$ cat src/rtl/uart_rx_ctl_module.sv
// UART receive controller: start, 8 data bits LSB first, optional parity, stop.
// Define UART_RX_MAJORITY_EN for a 2-of-3 majority vote at every sample point.
module uart_rx_ctl_module #(
    parameter int CLK_DIV = 434
) (
    input  logic       CLK,
    input  logic       RST,
    input  logic       RX_pin,
    input  logic [1:0] FrameCheck,
    output logic [7:0] RBUF,
    output logic       Doneflg,
    output logic       Parerr,
    output logic       Frmerr,
    output logic       Busy
);
    localparam int HALF_DIV = CLK_DIV / 2;

`ifdef UART_RX_MAJORITY_EN
    localparam logic [15:0] SAMPLE_LAG = 16'd1;
`else
    localparam logic [15:0] SAMPLE_LAG = 16'd0;
`endif
    localparam logic [15:0] START_AT = 16'(HALF_DIV - 1) + SAMPLE_LAG;
    localparam logic [15:0] BIT_AT   = 16'(CLK_DIV - 1) + SAMPLE_LAG;

    typedef enum logic [2:0] {IDLE, START, DATA, PARITY, STOP, DONE} state_t;

    state_t      state;
    logic        rx_meta;
    logic        rx_s;
    logic        rx_s_q;
    logic        rx_bit;
    logic        fall;
    logic        sample_tick;
    logic [15:0] cnt;
    logic [2:0]  bit_idx;
    logic [7:0]  shreg;
    logic [1:0]  mode;
    logic        par_acc;
    logic        par_err;

    // NOTE: synchroniser resets to the idle line level so reset release never looks like a start edge.
    always_ff @(posedge CLK or posedge RST) begin
        if (RST) begin
            rx_meta <= 1'b1;
            rx_s    <= 1'b1;
            rx_s_q  <= 1'b1;
        end else begin
            rx_meta <= RX_pin;
            rx_s    <= rx_meta;
            rx_s_q  <= rx_s;
        end
    end

    assign fall = rx_s_q & ~rx_s;

`ifdef UART_RX_MAJORITY_EN
    logic [1:0] rx_hist;

    always_ff @(posedge CLK or posedge RST) begin
        if (RST) rx_hist <= 2'b11;
        else     rx_hist <= {rx_hist[0], rx_s};
    end

    // Decision one cycle late: votes on the samples at S-1, S and S+1.
    assign rx_bit = (rx_hist[1] & rx_hist[0]) | (rx_hist[1] & rx_s) | (rx_hist[0] & rx_s);
`else
    assign rx_bit = rx_s;
`endif

    assign sample_tick = (state == START) ? (cnt == START_AT) : (cnt == BIT_AT);

    // NOTE: every register here uses <= so all branches see the pre-edge values.
    always_ff @(posedge CLK or posedge RST) begin
        if (RST) begin
            state   <= IDLE;
            cnt     <= '0;
            bit_idx <= '0;
            shreg   <= '0;
            mode    <= '0;
            par_acc <= 1'b0;
            par_err <= 1'b0;
            RBUF    <= '0;
            Doneflg <= 1'b0;
            Parerr  <= 1'b0;
            Frmerr  <= 1'b0;
            Busy    <= 1'b0;
        end else begin
            Doneflg <= 1'b0;
            cnt     <= cnt + 16'd1;
            case (state)
                IDLE: begin
                    cnt <= '0;
                    if (fall) begin
                        state   <= START;
                        mode    <= FrameCheck;
                        bit_idx <= '0;
                        par_acc <= 1'b0;
                        par_err <= 1'b0;
                        Busy    <= 1'b1;
                    end
                end
                START: if (sample_tick) begin
                    cnt <= SAMPLE_LAG;
                    if (rx_bit) begin
                        state <= IDLE;
                        Busy  <= 1'b0;
                    end else begin
                        state <= DATA;
                    end
                end
                DATA: if (sample_tick) begin
                    cnt            <= SAMPLE_LAG;
                    shreg[bit_idx] <= rx_bit;
                    par_acc        <= par_acc ^ rx_bit;
                    bit_idx        <= bit_idx + 3'd1;
                    if (bit_idx == 3'd7)
                        state <= (mode == 2'd1 || mode == 2'd2) ? PARITY : STOP;
                end
                PARITY: if (sample_tick) begin
                    cnt     <= SAMPLE_LAG;
                    par_err <= (mode == 2'd1) ? ~(par_acc ^ rx_bit) : (par_acc ^ rx_bit);
                    state   <= STOP;
                end
                STOP: if (sample_tick) begin
                    cnt     <= SAMPLE_LAG;
                    RBUF    <= shreg;
                    Parerr  <= par_err;
                    Frmerr  <= ~rx_bit;
                    Doneflg <= 1'b1;
                    state   <= DONE;
                end
                DONE: begin
                    cnt   <= '0;
                    Busy  <= 1'b0;
                    state <= IDLE;
                end
                default: state <= IDLE;
            endcase
        end
    end
endmodule

$ cat config.mk
export PLATFORM = sky130hd
export DESIGN_NAME = uart_rx_ctl_module
export DESIGN_NICKNAME = d
export VERILOG_FILES = /design/src/rtl/uart_rx_ctl_module.sv
export SDC_FILE = /design/constraint.sdc
export NUM_CORES = 1
export LEC_CHECK = 0
export ABC_CLOCK_PERIOD_IN_PS = 5490
export CAP_MARGIN = 20
export CORE_ASPECT_RATIO = 1.5
export CORE_MARGIN = 5
export CORE_UTILIZATION = 35
export CTS_BUF_LIST = sky130_fd_sc_hd__clkbuf_16
export CTS_CLUSTER_DIAMETER = 200
export DETAILED_ROUTE_END_ITERATION = 8
export PLACE_DENSITY_LB_ADDON = 0.3
export SYNTH_ARGS = -nofsm -noshare
export SYNTH_HDL_FRONTEND = slang
export SYNTH_SLANG_ARGS = --single-unit
export TNS_END_PERCENT = 10
$ cat constraint.sdc
create_clock -name CLK -period 5.49 [get_ports CLK]
set_clock_uncertainty 0.05 [all_clocks]
set_input_delay 0.549 -clock CLK [delete_from_list [all_inputs] [get_ports CLK]]
set_output_delay 0.549 -clock CLK [all_outputs]
set_load 0.02 [all_outputs]
Yosys cells after proc, flatten, opt, wreduce, memory -nomap -nowiden --
Index checks and enable logic that the tools add are counted. Widths: inputs -> output; s select.
Operators by class: mux-type cells 30, bitwise logic cells 4, $lt $le $gt $ge 2, equality and inequality tests 17, divide/modulo/power cells 0, shift operators 0, reductions and logical operators 15, $add $sub $neg 2, $mul 0
Operators with widths (number):
- $pmux 16 s2 | 1
- $mux 3 | 9
- $add 16x1->16 const B | 1
- $eq 16x8->1 const B | 1
- $eq 16x9->1 const B | 1
- $mux 16 | 1
- $pmux 3 s5 | 1
- $ne 2x2->1 const B | 7
- $mux 1 | 11
- $eq 3x3->1 const B | 3
- $bwmux 8 | 1
- $eq 3x2->1 const B | 2
- $pmux 3 s2 | 1
- $reduce_and 2->1 | 3
- $reduce_and 3->1 | 2
- $reduce_and 6->1 | 1
- $lt 3x4->1 const B | 1
- $pmux 1 s2 | 2
- $reduce_and 4->1 | 1
- $reduce_bool 2->1 | 2
- $reduce_or 4->1 | 1
- $add 3x1->3 const B | 1
- $demux 1 s3 | 1
- $eq 3x1->1 const B | 1
- other kinds (13) | 14
Word-level totals: memories kept 0, bits in writable memories 0, word-level logic and storage cells 85, bits of input ports 5, bits in read-only memories 0, bits in registers 49, bits in latches 0, output and inout port bits 12

Logic depth before layout (Yosys ltp) --
depth after elaboration 6, depth in mapped cells 6, mapped depth without buffers 6

Worst setup path before layout --
No wires, ideal clock.
path kind flip-flop to flip-flop, start reg cnt[5], end reg shreg[3], period minus slack after synthesis 2.176 ns, library setup time 0.128 ns, path buffers 2, arrival time 1.998 ns, stages on the path, launching flop included 7, slack 3.314 ns, path through dfrtp_1 nand4bb_1 or4_1 buf_2 buf_6 a2111oi_2 mux2_1
On the way: longest elaborated chain between the ends 3, elaborated cells on any way between the ends 4
RTL lines:
- from (decl) | RTL line 35 | logic [15:0] cnt;
- from (signal assigned) | RTL line 90 | cnt <= cnt + 16'd1;
- $eq 16x9->1 / $eq 16x8->1 (equally long branches) | RTL line 71 | assign sample_tick = (state == START) ? (cnt == START_AT) : (cnt == BIT_AT);
- $mux 1 (*) | RTL line 71
- $reduce_and 2->1 (no source line) (*)
- to (signal, indexed assignment) | RTL line 114 | shreg[bit_idx] <= rx_bit;
- to (decl) | RTL line 37 | logic [7:0] shreg;
Mark *: on every way between the ends. The rest lies on a longest branch, timed or not. A chain may end at the register's enable or synchronous reset.

Final worst setup path --
start reg cnt[9], end reg shreg[7]
The elaborated chain is that of the path after synthesis.

==> impl_results.md <==
- Total negative slack: 0 ns
- Max IR drop VDD: 235.1 uV
- Post-Synth XOR/XNOR Area: 5.917%
- Post-Syn Instances: 226
- Max-slew violation count: 0
- Fin crit period: 2.727 ns
- Num CTS Buffers: 5
- Synth top cells by count: dfrtp_1 (46), nor3_1 (20), mux2_2 (16)
- Syn-to-layout area delta: 16.11%
- Worst-Skew Late Latency: 0.29 ns
- Overflow after GRT: 0
- CTS max path bufs: 2
- Post-cts resize count: 0
- WS Path Type: register to register
- Clock Tree Root: clkbuf_16
- Adder-cell share of the synthesized area: 1.989%
- Critical Path AT: 2.86 ns
- DR vias/cell: 5.519
- Std-Cell Rows: 38
- Post-CTS Setup Bufs: 0
- Final non-filler cell total: 318
- DRC violation count after routing: 0
- Max Clock Freq: 366.6 MHz
- Total track usage: 12.57%
- Final instance area: 0.002922 mm2
- Share of post-route cells with drive strength above 1: 16.81%
- Post-synth EDFFs: 0
- Leading area contributor after synthesis: dfrtp_1
- Port bufs: 16
- Max Cap Viol: 0
- Area of the core: 0.007132 mm2
- Die area: 0.009020 mm2
- Status: complete, no violations
- Largest net degree at the start of global routing: 50
- Final #Nets: 246
- Worst setup SP type: register
- Register bit total from synthesis: 49
- Final hold slack: 0.3037 ns
- Synth cell types: 44
- Post-synthesis simple-gate area fraction: 16.86%
- First-pass GRT wire length: 8894 um
- Cells after DPL: 309
- Period utilization: 49.68%
- Reg area: 0.001230 mm2
- Filler cells: 662
- Diode count: 0
- Power density over the cells: 321.7 mW/mm2
- Place WS: 2.783 ns
- Critical Path RT: 5.62 ns
- Initial antenna violation count: 0
- RSZ-0062 raised after global routing: no
- Initial core utilization: 35.28%
- Clk sink count: 49
- Syn Area/Cell: 11.13 um2
- Yosys warning count: 0
- Total number of vias: 1755
- Synthesized Nets: 235
- Number of detailed-route iterations in the first pass: 4
- DR WL/cell: 16.14 um
- Drt total wl: 5132 um
- Overall Power: 0.9398 mW
- Actual slew at the worst max-slew pin: 0.8056 ns
- Post-synth top area share: 45.75%
- Synth Area in Compound Gates: 11.14%
- Count leader, synth: dfrtp_1
- IO Count: 17
- Crit end category: register
- Final core occ: 40.96%
- Area contributors post-synth: dfrtp_1 (46%), mux2_2 (7.2%), xnor2_1 (4.5%)
- Starting DRC count in detailed routing: 108
- Final hold vios: 0
- Post-synthesis sequential area ratio: 48.88%
- CTS tree: done
- Vias in the first global route: 1861
- Clock transition at path regs: 0.07 ns
- Die width: 79.23 um
- Post-DP Area: 0.002724 mm2
- Die Y: 113.8 um
- Number of antenna-violating nets in the routed design: 0
- Mapped Area: 0.002516 mm2
- Hold Buf Count CTS: 0
- DP HPWL: 3511 um
- Final setup viols: 0
- Final worst slack: 2.763 ns
- Mux contribution to synthesized area: 10.89%
- Crit-path max FO: 16
- Hold Crit Class: register to register
- Most used DFF post-synth: dfrtp_1
- H-tree depth: 2
- Main combinational cell family by area after synthesis: simple AND/OR/NAND/NOR gates
- Synth async-reset ratio: 100.0%
- Max_slew headroom: 46.14%
- Leak pwr: 1.220 nW
- Final GP Congestion: 0.7965
- Multi-input gate area: 0.001177 mm2
power by group:
| group | total, mW | internal [mW] | switching [mW] |
|---|---|---|---|
| Sequential | 0.441 | 0.392 | 0.0491 |
| Combinational | 0.104 | 0.0515 | 0.0529 |
| Clock | 0.394 | 0.260 | 0.134 |
| Total | 0.940 | 0.704 | 0.236 |
cell type report:
| type | count | share of cell area, % |
|---|---|---|
| inverters | 11 | 1.413 |
| clock inverters | 3 | 2.227 |
| well taps | 80 | 3.426 |
| flip-flops and latches | 49 | 42.10 |
| repair buffers | 19 | 6.253 |
| multi-input cells | 151 | 40.30 |
| clock buffers | 5 | 4.283 |
cells in the final DEF (no fill, tap or decap), types with 5 or more instances in the layout:
| cell | count |
|---|---|
| dfrtp_1 | 46 |
| nor3_1 | 20 |
| mux2_2 | 16 |
| clkdlybuf4s50_1 | 16 |
| xnor2_1 | 13 |
| nand2_1 | 11 |
| nor2_1 | 10 |
| inv_1 | 10 |
| nand4_1 | 6 |
| nor4_1 | 6 |
| nand3_1 | 6 |
| mux2i_1 | 6 |
| nand2b_1 | 5 |
| clkbuf_16 | 5 |
cell families (layout without fill, tap and decap cells):
logic type,Yosys count,in the layout
AOI/OAI and AO/OA,29,29
xor gates and xnor gates,17,17
adders and majority gates,4,4
buffers and inverters,26,38
DFF,49,49
muxes,25,25
and+or+nand+nor,76,76
worst max-delay path, cell delays in order, from the launching register on:
cell and delay [ns]:
dfrtp_1 0.46, nor4b_1 0.40, nand3_1 0.63, a2111oi_0 0.68, mux2_2 0.39
path summary, 6_finish.rpt:
check                        start       end  slack, ns  cells after the start
setup reg to reg            cnt[9]  shreg[7]       2.76                      4
setup / recovery            cnt[9]  shreg[7]       2.76                      4
hold / removal             rx_meta    rx_bit       0.30                      0
min in group asynchronous      RST   RBUF[5]       0.68                      3
max in group asynchronous      RST  state[0]       4.29                      3
hold reg to reg            rx_meta    rx_bit       0.30                      0
state kept, by name, summed over array words and instances, names as in the netlist:
name	flops
RBUF	8
par_err	1
Parerr	1
shreg	8
cnt	16
bit_idx	3
rx_meta	1
par_acc	1
Frmerr	1
Busy	1
Doneflg	1
mode	2
state	3
rx_bit	1
rx_s_q	1
layer usage:
metal,vias up,track usage (%),share of wire (%)
met4,0,7.339,3.1
met5,-,0,0
li1,847,-,-
met3,11,2.528,1.7
met2,19,21.48,54
met1,878,14.36,41
Power figures use the tool's default switching activity.
